==> src/rtl/cci_mpf_prim_arb_fifo1.sv <==
// Round-robin arbiter in front of a single-entry output FIFO.
// Each requester owns one input slot; one grant per cycle feeds the output entry.
module cci_mpf_prim_arb_fifo1 #(
    parameter int N_REQ       = 4,
    parameter int N_DATA_BITS = 32
) (
    input  logic                           clk,
    input  logic                           reset_n,
    input  logic [N_REQ*N_DATA_BITS-1:0]   enq_data,
    input  logic [N_REQ-1:0]               enq_en,
    output logic [N_REQ-1:0]               notFull,
    output logic [N_DATA_BITS-1:0]         first,
    output logic [$clog2(N_REQ)-1:0]       first_src,
    input  logic                           deq_en,
    output logic                           notEmpty
);

    localparam int              SW     = $clog2(N_REQ);
    localparam logic [SW:0]     NREQ_X = (SW+1)'(N_REQ);
    localparam logic [SW-1:0]   LAST   = SW'(N_REQ - 1);

    logic [N_REQ-1:0]       slot_valid_q, slot_valid_d;
    logic [N_DATA_BITS-1:0] slot_data_q [N_REQ];
    logic [N_DATA_BITS-1:0] slot_data_d [N_REQ];
    logic                   out_valid_q, out_valid_d;
    logic [N_DATA_BITS-1:0] out_data_q, out_data_d;
    logic [SW-1:0]          out_src_q, out_src_d;
    logic [SW-1:0]          rr_ptr_q, rr_ptr_d;

    logic                   out_free;
    logic                   grant;
    logic [SW-1:0]          grant_idx;
    logic [SW:0]            idx;
    logic [N_REQ-1:0]       enq_ok;

    assign out_free  = !out_valid_q || deq_en;
    assign enq_ok    = enq_en & ~slot_valid_q;

    assign notFull   = ~slot_valid_q;
    assign notEmpty  = out_valid_q;
    assign first     = out_data_q;
    assign first_src = out_src_q;

    // Round-robin search: first valid slot at or after rr_ptr, wrapping at N_REQ.
    always_comb begin
        grant     = 1'b0;
        grant_idx = '0;
        idx       = '0;
        for (int k = 0; k < N_REQ; k++) begin
            idx = {1'b0, rr_ptr_q} + (SW+1)'(k);
            if (idx >= NREQ_X) begin
                idx = idx - NREQ_X;
            end
            if (out_free && !grant && slot_valid_q[idx[SW-1:0]]) begin
                grant     = 1'b1;
                grant_idx = idx[SW-1:0];
            end
        end
    end

    // Next state: slot loads, grant transfer into the output entry, dequeue.
    always_comb begin
        slot_valid_d = slot_valid_q;
        slot_data_d  = slot_data_q;
        out_valid_d  = out_valid_q;
        out_data_d   = out_data_q;
        out_src_d    = out_src_q;
        rr_ptr_d     = rr_ptr_q;

        for (int i = 0; i < N_REQ; i++) begin
            if (enq_ok[i]) begin
                slot_valid_d[i] = 1'b1;
                slot_data_d[i]  = enq_data[i*N_DATA_BITS +: N_DATA_BITS];
            end
        end

        if (grant) begin
            slot_valid_d[grant_idx] = 1'b0;
            out_valid_d = 1'b1;
            out_data_d  = slot_data_q[grant_idx];
            out_src_d   = grant_idx;
            rr_ptr_d    = (grant_idx == LAST) ? '0 : grant_idx + SW'(1);
        end else if (deq_en) begin
            out_valid_d = 1'b0;
        end
    end

    // Control state, asynchronously cleared.
    always_ff @(posedge clk or negedge reset_n) begin
        if (!reset_n) begin
            slot_valid_q <= '0;
            out_valid_q  <= 1'b0;
            out_src_q    <= '0;
            rr_ptr_q     <= '0;
        end else begin
            slot_valid_q <= slot_valid_d;
            out_valid_q  <= out_valid_d;
            out_src_q    <= out_src_d;
            rr_ptr_q     <= rr_ptr_d;
        end
    end

    // Payload registers carry no reset; they are qualified by the valid bits.
    always_ff @(posedge clk) begin
        slot_data_q <= slot_data_d;
        out_data_q  <= out_data_d;
    end

`ifndef SYNTHESIS
    // Protocol checks: enqueue into a full slot or dequeue from an empty output.
    always @(posedge clk) begin
        if (reset_n) begin
            assert ((enq_en & slot_valid_q) == '0)
                else $fatal(1, "enq_en asserted while notFull is low");
            assert (!(deq_en && !out_valid_q))
                else $fatal(1, "deq_en asserted while notEmpty is low");
        end
    end
`endif

endmodule

==> config.mk <==
export PLATFORM = sky130hd
export DESIGN_NAME = cci_mpf_prim_arb_fifo1
export DESIGN_NICKNAME = d
export VERILOG_FILES = /design/src/rtl/cci_mpf_prim_arb_fifo1.sv
export SDC_FILE = /design/constraint.sdc
export NUM_CORES = 1
export LEC_CHECK = 0
export ABC_AREA = 1
export CORE_ASPECT_RATIO = 0.75
export CORE_MARGIN = 1.5
export CORE_UTILIZATION = 53
export CTS_CLUSTER_DIAMETER = 50
export DETAILED_ROUTE_END_ITERATION = 12
export PLACE_DENSITY_LB_ADDON = 0.25
export SYNTH_ARGS = -nofsm -noshare
export SYNTH_HDL_FRONTEND = slang
export SYNTH_SLANG_ARGS = --single-unit
==> constraint.sdc <==
create_clock -name clk -period 4.8 [get_ports clk]
set_input_delay 0.96 -clock clk [delete_from_list [all_inputs] [get_ports clk]]
set_output_delay 0.96 -clock clk [all_outputs]
set_load 0.02 [all_outputs]
# Word-level counts from Yosys, hierarchy flattened
# Index checks and enable logic that the tools add are counted.
dict set report totals {
  reg_bits 169
  inputBits 135
  output_inout_bits 39
  wordCells 81
}
dict set report classes {
  n_addsub 8
  eq_ne 1
  bitwise 5
  n_mux 33
  reduce_logical 14
  n_lt_le_gt_ge 11
}
# cell n
set ops {}
lappend ops {{32-bit binary-select mux with 2-bit select} 1}
lappend ops {{32-bit 2-to-1 mux} 2}
lappend ops {{2-bit 2-to-1 mux} 9}
lappend ops {{2-bit by 3-bit less-than comparator with 1-bit output (second input constant)} 5}
lappend ops {{1-bit 2-to-1 mux} 15}
lappend ops {{3-bit >= comparator (second input constant)} 4}
lappend ops {{4-bit bitwise AND} 2}
lappend ops {{1-bit binary-select mux with 2-bit select} 4}
lappend ops {{1-bit logical AND} 8}
lappend ops {{4-bit inverter} 2}
lappend ops {{2-bit by 1-bit subtractor with 2-bit output (second input constant)} 4}
lappend ops {{2-bit by 2-bit adder with 3-bit output (second input constant)} 2}
lappend ops {{1-bit zero test} 4}
lappend ops {{4-bit 2-to-1 mux} 1}
lappend ops {{2-bit by 1-bit adder with 3-bit output (second input constant)} 1}
lappend ops {{2-bit by 3-bit >= comparator with 1-bit output (second input constant)} 1}
lappend ops {{2-bit inverter with 3-bit output} 1}
lappend ops {{2-bit by 1-bit adder with 2-bit output (second input constant)} 1}
lappend ops {{1-bit demux with 2-bit select} 1}
lappend ops {{2-bit == test (second input constant)} 1}
lappend ops {{2-bit by 1-bit >= comparator with 1-bit output (second input constant)} 1}
lappend ops {{2-bit nonzero test} 1}
lappend ops {{1-bit logical OR} 1}

# Depth between registers and ports, before layout
dict set report logic_depth {
  ltp_word 25
  mapped_depth 16
  mapped_depth_nobuf 14
}

# Worst setup path after synthesis
# No wires, ideal clock.
dict set report synth_path {
  path_type {input-to-reg}
  startpoint {in deq_en}
  endpoint {reg slot_valid_q[0]}
  arrival_time_ps 3147
  required_ps 4679
  slack_ps 1532
  setup_ps 121
  stages 5
  path_buffers 0
  path_cell_list {nor2_1 o21ai_1 inv_1 o21ai_0 nand2_1}
}
dict set report synth_between {
  word_cells_on_any_way 27
  cone_classes {order compare (2); mux (11); bitwise (2); reduce/logical (12)}
}
# element line
set synth_lines {}
lappend synth_lines {{start, declared} 14} ;# input logic deq_en,
lappend synth_lines {{1-bit logical OR *} 36} ;# assign out_free = !out_valid_q || deq_en;
lappend synth_lines {{1-bit logical AND} 54} ;# if (out_free && !grant && slot_valid_q[idx[SW-1:0]]) begin
lappend synth_lines {{1-bit 2-to-1 mux} 54}
lappend synth_lines {{1-bit zero test} 54}
lappend synth_lines {{1-bit logical AND (2 in a row)} 54}
lappend synth_lines {{1-bit 2-to-1 mux} 54}
lappend synth_lines {{1-bit zero test} 54}
lappend synth_lines {{1-bit logical AND (2 in a row)} 54}
lappend synth_lines {{1-bit 2-to-1 mux} 54}
lappend synth_lines {{1-bit zero test} 54}
lappend synth_lines {{1-bit logical AND (2 in a row)} 54}
lappend synth_lines {{1-bit 2-to-1 mux *} 54}
lappend synth_lines {{net grant} 31} ;# logic grant;
lappend synth_lines {{4-bit 2-to-1 mux *} 77} ;# if (grant) begin
lappend synth_lines {{net slot_valid_d[0]} 22} ;# logic [N_REQ-1:0] slot_valid_q, slot_valid_d;
lappend synth_lines {{end signal, assigned} 96} ;# slot_valid_q <= slot_valid_d;
lappend synth_lines {{end, declared} 22}
# The timed path passes the listed nets; every way through them passes the cells marked *.
# A chain may end at the register's enable or synchronous reset.

# Worst setup path in the final report
dict set report layout_path {
  startpoint {in deq_en}
  endpoint {reg rr_ptr_q[1]}
}
dict set report layout_between {
  elab_chain_len 17
  word_cells_on_any_way 22
  cone_classes {add/sub (1); eq/ne (1); mux (9); reduce/logical (11)}
}
# element line
set layout_rtl {}
lappend layout_rtl {{1-bit logical OR *} 36}
lappend layout_rtl {{1-bit logical AND} 54}
lappend layout_rtl {{1-bit 2-to-1 mux} 54}
lappend layout_rtl {{1-bit zero test} 54}
lappend layout_rtl {{1-bit logical AND (2 in a row)} 54}
lappend layout_rtl {{1-bit 2-to-1 mux} 54}
lappend layout_rtl {{1-bit zero test} 54}
lappend layout_rtl {{1-bit logical AND (2 in a row)} 54}
lappend layout_rtl {{1-bit 2-to-1 mux} 54}
lappend layout_rtl {{1-bit zero test} 54}
lappend layout_rtl {{1-bit logical AND (2 in a row)} 54}
lappend layout_rtl {{2-bit 2-to-1 mux} 54}
lappend layout_rtl {{2-bit by 1-bit adder with 2-bit output / 2-bit == test (equally long branches)} 82} ;# rr_ptr_d = (grant_idx == LAST) ? '0 : grant_idx + SW'(1);
lappend layout_rtl {{2-bit 2-to-1 mux} 82}
lappend layout_rtl {{end signal, assigned} 99} ;# rr_ptr_q <= rr_ptr_d;
lappend layout_rtl {{end, declared} 28} ;# logic [SW-1:0] rr_ptr_q, rr_ptr_d;
# Mark *: on every way between the ends. The rest lies on a longest branch, timed or not.

==> implementation parameters <==
Parameter                              Value

Route
  Number of detailed-routing iterations run before antenna repair ... 5
  Detailed router's first-iteration violation count ... 300
  Total number of vias ... 4,933
  Total routed wirelength ... 15.98 mm
  Post-route DRC violation count ... 0
  Wire length per cell after detailed routing ... 16.60 um
  Antenna Nets Post-Route ... 0
  Via/cell ratio ... 5.123

Synthesis
  Synth Net Count ... 749
  Seq/Total Area, Yosys ... 71.45%
  Number of enable flip-flop cells after synthesis ... 160
  Main combinational cell family by area after synthesis ... simple AND/OR/NAND/NOR gates
  Most common flop cell mapped by yosys ... sky130_fd_sc_hd__edfxtp_1
  Count of distinct cell types in the synthesized netlist ... 24
  Synthesis-stage register bit count ... 169
  Complex-gate fraction of the synthesized area ... 0.8710%
  Fraction of registers with async set or reset after synthesis ... 5.325%
  Xor and xnor fraction of the mapped netlist area ... 0%
  Proportion of synthesized area in mux cells ... 0%
  Gate Count Post-Synth ... 612
  Average size of a mapped cell ... 11.50 um2
  Post-synthesis share of cell area spent on full adders, half adders and majority gates ... 0.3555%
  Yosys synthesis warning count ... 0
  Synth Area in Simple Gates ... 19.57%
  Mapped cell area ... 7039 um2

Placement
  Dpl hpwl ... 10.15 mm
  Buffers on Ports ... 173
  Placer congestion estimate ... 0.8744
  Worst slack after detailed placement ... 0.8199 ns

Global routing
  Global-route wire length before repair ... 24.29 mm
  Total global-route track usage ... 23.66%
  Number of global-route vias before repair ... 4,802
  Initial antenna violation count ... 0
  Leftover overflow at the end of global routing ... 0
  Largest net degree at the start of global routing ... 70

Floorplanning
  Horiz. Die Dim ... 136.1 um
  Initial Utilization ... 54.26%
  Vertical die dimension ... 102.8 um
  Row Count ... 36
  Core region area ... 12,970 um2
  Number of top-level pins ... 174
  Area enclosed by the die boundary ... 13,990 um2

Power
  Int Pwr ... 3.880 mW
  Leakage dissipation ... 3.906 nW
  Fraction of power consumed by sequential logic ... 35.8%
  Switching Fraction ... 40.40%
  Switching component of the power ... 2.630 mW
  Peak supply drop ... 0.001122 V
  Combinational power share ... 43.6%
  Power per unit of standard cell area ... 692.7 nW/um2
  Power share of the clock group ... 20.6%

STA
  Max-slew violations ... 0
  Final hold violation count ... 0
  Worst setup skew after layout ... 0.008352 ns
  Worst setup slack after layout ... 1.235 ns
  Worst relative slew slack ... 28.11%
  Post-route minimum period ... 3.565 ns
  Worst-Margin Slew ... 1.076 ns
  Final total negative setup slack ... 0 ns
  Setup Viol. Count Final ... 0
  Unrepaired setup endpoints after global routing ... false
  Achievable frequency ... 280.5 MHz
  Fin crit share ... 74.27%

Setup path
  CP max stage cell ... sky130_fd_sc_hd__nand2_4
  Worst path top cell family by delay ... simple AND/OR/NAND/NOR gates
  Critical path's most frequent cell ... sky130_fd_sc_hd__nand2_1
  Max incr delay on CP ... 0.56 ns
  Critical path peak fanout ... 69
  Count of buffer and inverter cells on the critical path ... 3
  Critical Setup Path Class ... in -> reg
  Crit path capture type ... flip-flop
  Data required time at the worst endpoint ... 5.08 ns
  Category of the worst setup path launch point ... primary input
  Worst EP arrival ... 3.84 ns
  Cell Chain, Critical Path ... clkdlybuf4s50_1 -> nor2_1 -> inv_1 -> nand3_1 -> nand2_1 -> inv_1 -> nand2_1 -> nand2_2 -> nand2_4 -> ha_1 -> nand2_1 -> o21ai_0

Clock tree
  Clock sink total ... 169
  CTS Root Cell ... sky130_fd_sc_hd__clkbuf_16
  Clock-pin slew reported for the worst setup and hold paths after clock tree synthesis ... 0.06 ns
  Clock tree from TritonCTS ... built
  Cts-stage hold buffer count ... 0
  CTS Buffer Depth ... 2
  Number of levels the H-tree was split into ... 4
  Setup bufs post-CTS ... 0
  Worst-Skew Late Latency ... 0.42 ns
  Resized Gates After CTS ... 0
  Clock buffer count from CTS ... 17

Flow run
  # Max-Cap Violations ... 0

Final layout
  Final-layout fill cell count ... 849
  Proportion of layout cells with a drive suffix above 1 ... 6.566%
  Antenna cell count ... 0
  Area Overhead vs Synth ... 33.51%
  Final Net Count ... 916

Status
  Outcome ... completed

Min path
  Hold Path Class ... reg -> reg
power groups by stage:
stage	logic, mW	clock network, mW	registers, mW
floorplan	1.82	0	2.54
global placement	2.71	0	2.35
detailed placement	2.82	0	2.36
CTS	2.84	1.36	2.33
global route	3.17	1.42	2.36
finish	2.84	1.34	2.33
worst register-to-register path, stage by stage, from the launching register on:
cell                      delay, ns
sky130_fd_sc_hd__dfrtp_1       0.53
sky130_fd_sc_hd__inv_4         0.11
sky130_fd_sc_hd__nand2_1       0.09
sky130_fd_sc_hd__nand3_1       0.11
sky130_fd_sc_hd__nand2_2       0.15
sky130_fd_sc_hd__nand4_2       0.15
sky130_fd_sc_hd__nand2_1       0.11
sky130_fd_sc_hd__nand2_2       0.34
sky130_fd_sc_hd__nand2_4       0.75
sky130_fd_sc_hd__ha_1          0.36
sky130_fd_sc_hd__nand2_1       0.06
sky130_fd_sc_hd__o21ai_0       0.09
kinds of logic (layout without fill, tap and decap cells):
group / Yosys count / count (layout)
compound gates: 10 / 10
flops: 169 / 169
fa+ha+maj: 2 / 2
simple gates: 321 / 321
buf+inv: 110 / 290
final timing paths:
check,cells after the start,slack [ns],endpoint,startpoint
max,12,1.24,rr_ptr_q[1],deq_en
min,2,0.50,first_src[0],first_src[0]
max reg2reg,11,1.80,rr_ptr_q[1],rr_ptr_q[0]
min reg2reg,2,0.50,first_src[0],first_src[0]
max in group asynchronous,1,3.65,slot_valid_q[1],reset_n
min in group asynchronous,1,0.85,slot_valid_q[2],reset_n
routing by layer:
layer  global-route usage, %  wire length, um
met1                   30.19             6484
met2                   39.63             7990
met3                   6.096             1258
met4                   8.756              249
met5                       0                0
through the flow:
stage                     hold WS [ns]  area [um2]  std cells  total power [mW]  util [%]
final                           0.4952        9398        963             6.509     72.44
after floorplan                 0.5346        7039        612             4.364         -
after CTS                       0.4918        9398        963             6.533     72.44
after global routing            0.5272        9398        963             6.941     72.44
after detailed placement        0.4778        8816        931             5.183     67.96
after global placement          0.4659        8816        931             5.053     67.96
flip-flops by register name, summed over array words and instances (netlist names):
| signal | cells |
|---|---|
| rr_ptr_q | 2 |
| slot_data_q | 128 |
| first_src | 2 |
| slot_valid_q | 4 |
| notEmpty | 1 |
| first | 32 |
area by class of cell:
class	count	area [um2]	share of cell area (%)
multi-input cells	333	1505	16.02
inverters	82	312.8	3.328
clock inverters	14	152.6	1.624
clock buffers	18	429.2	4.567
repair buffers	176	1754	18.67
well taps	171	214.0	2.277
flip-flops and latches	169	5030	53.52
cell usage after synthesis (2+ instances only):
master | count | area [um2]
sky130_fd_sc_hd__nand2_1 | 199 | 747.0
sky130_fd_sc_hd__edfxtp_1 | 160 | 4805
sky130_fd_sc_hd__nand3_1 | 99 | 495.5
sky130_fd_sc_hd__inv_1 | 78 | 292.8
sky130_fd_sc_hd__buf_6 | 12 | 135.1
sky130_fd_sc_hd__nor2_1 | 10 | 37.54
sky130_fd_sc_hd__buf_2 | 9 | 45.04
sky130_fd_sc_hd__dfrtp_1 | 9 | 225.2
sky130_fd_sc_hd__buf_4 | 7 | 52.55
sky130_fd_sc_hd__nand2_2 | 6 | 37.54
sky130_fd_sc_hd__nand4_1 | 3 | 18.77
sky130_fd_sc_hd__a21oi_1 | 2 | 10.01
sky130_fd_sc_hd__a22oi_1 | 2 | 15.01
sky130_fd_sc_hd__ha_1 | 2 | 25.02
sky130_fd_sc_hd__inv_4 | 2 | 12.51
sky130_fd_sc_hd__nand2_4 | 2 | 22.52
sky130_fd_sc_hd__o21ai_0 | 2 | 10.01
sky130_fd_sc_hd__o21bai_1 | 2 | 15.01
layout by cell type, fill, tap and decap left out, drive strengths merged:
| master | synthesis | final |
|---|---|---|
| bufinv | 0 | 1 |
| inv | 81 | 91 |
| o21ai | 3 | 3 |
| clkinv | 1 | 1 |
| dfrtp | 9 | 9 |
| clkdlybuf4s50 | 0 | 173 |
| edfxtp | 160 | 160 |
| nor2 | 11 | 11 |
| ha | 2 | 2 |
| a31oi | 1 | 1 |
| nand2 | 207 | 207 |
| clkbuf | 0 | 18 |
| a22oi | 2 | 2 |
| clkinvlp | 0 | 3 |
| buf | 28 | 3 |
| nand4 | 4 | 4 |
| a21oi | 2 | 2 |
| o21bai | 2 | 2 |
| nand3 | 99 | 99 |
Power figures use the tool's default switching activity.
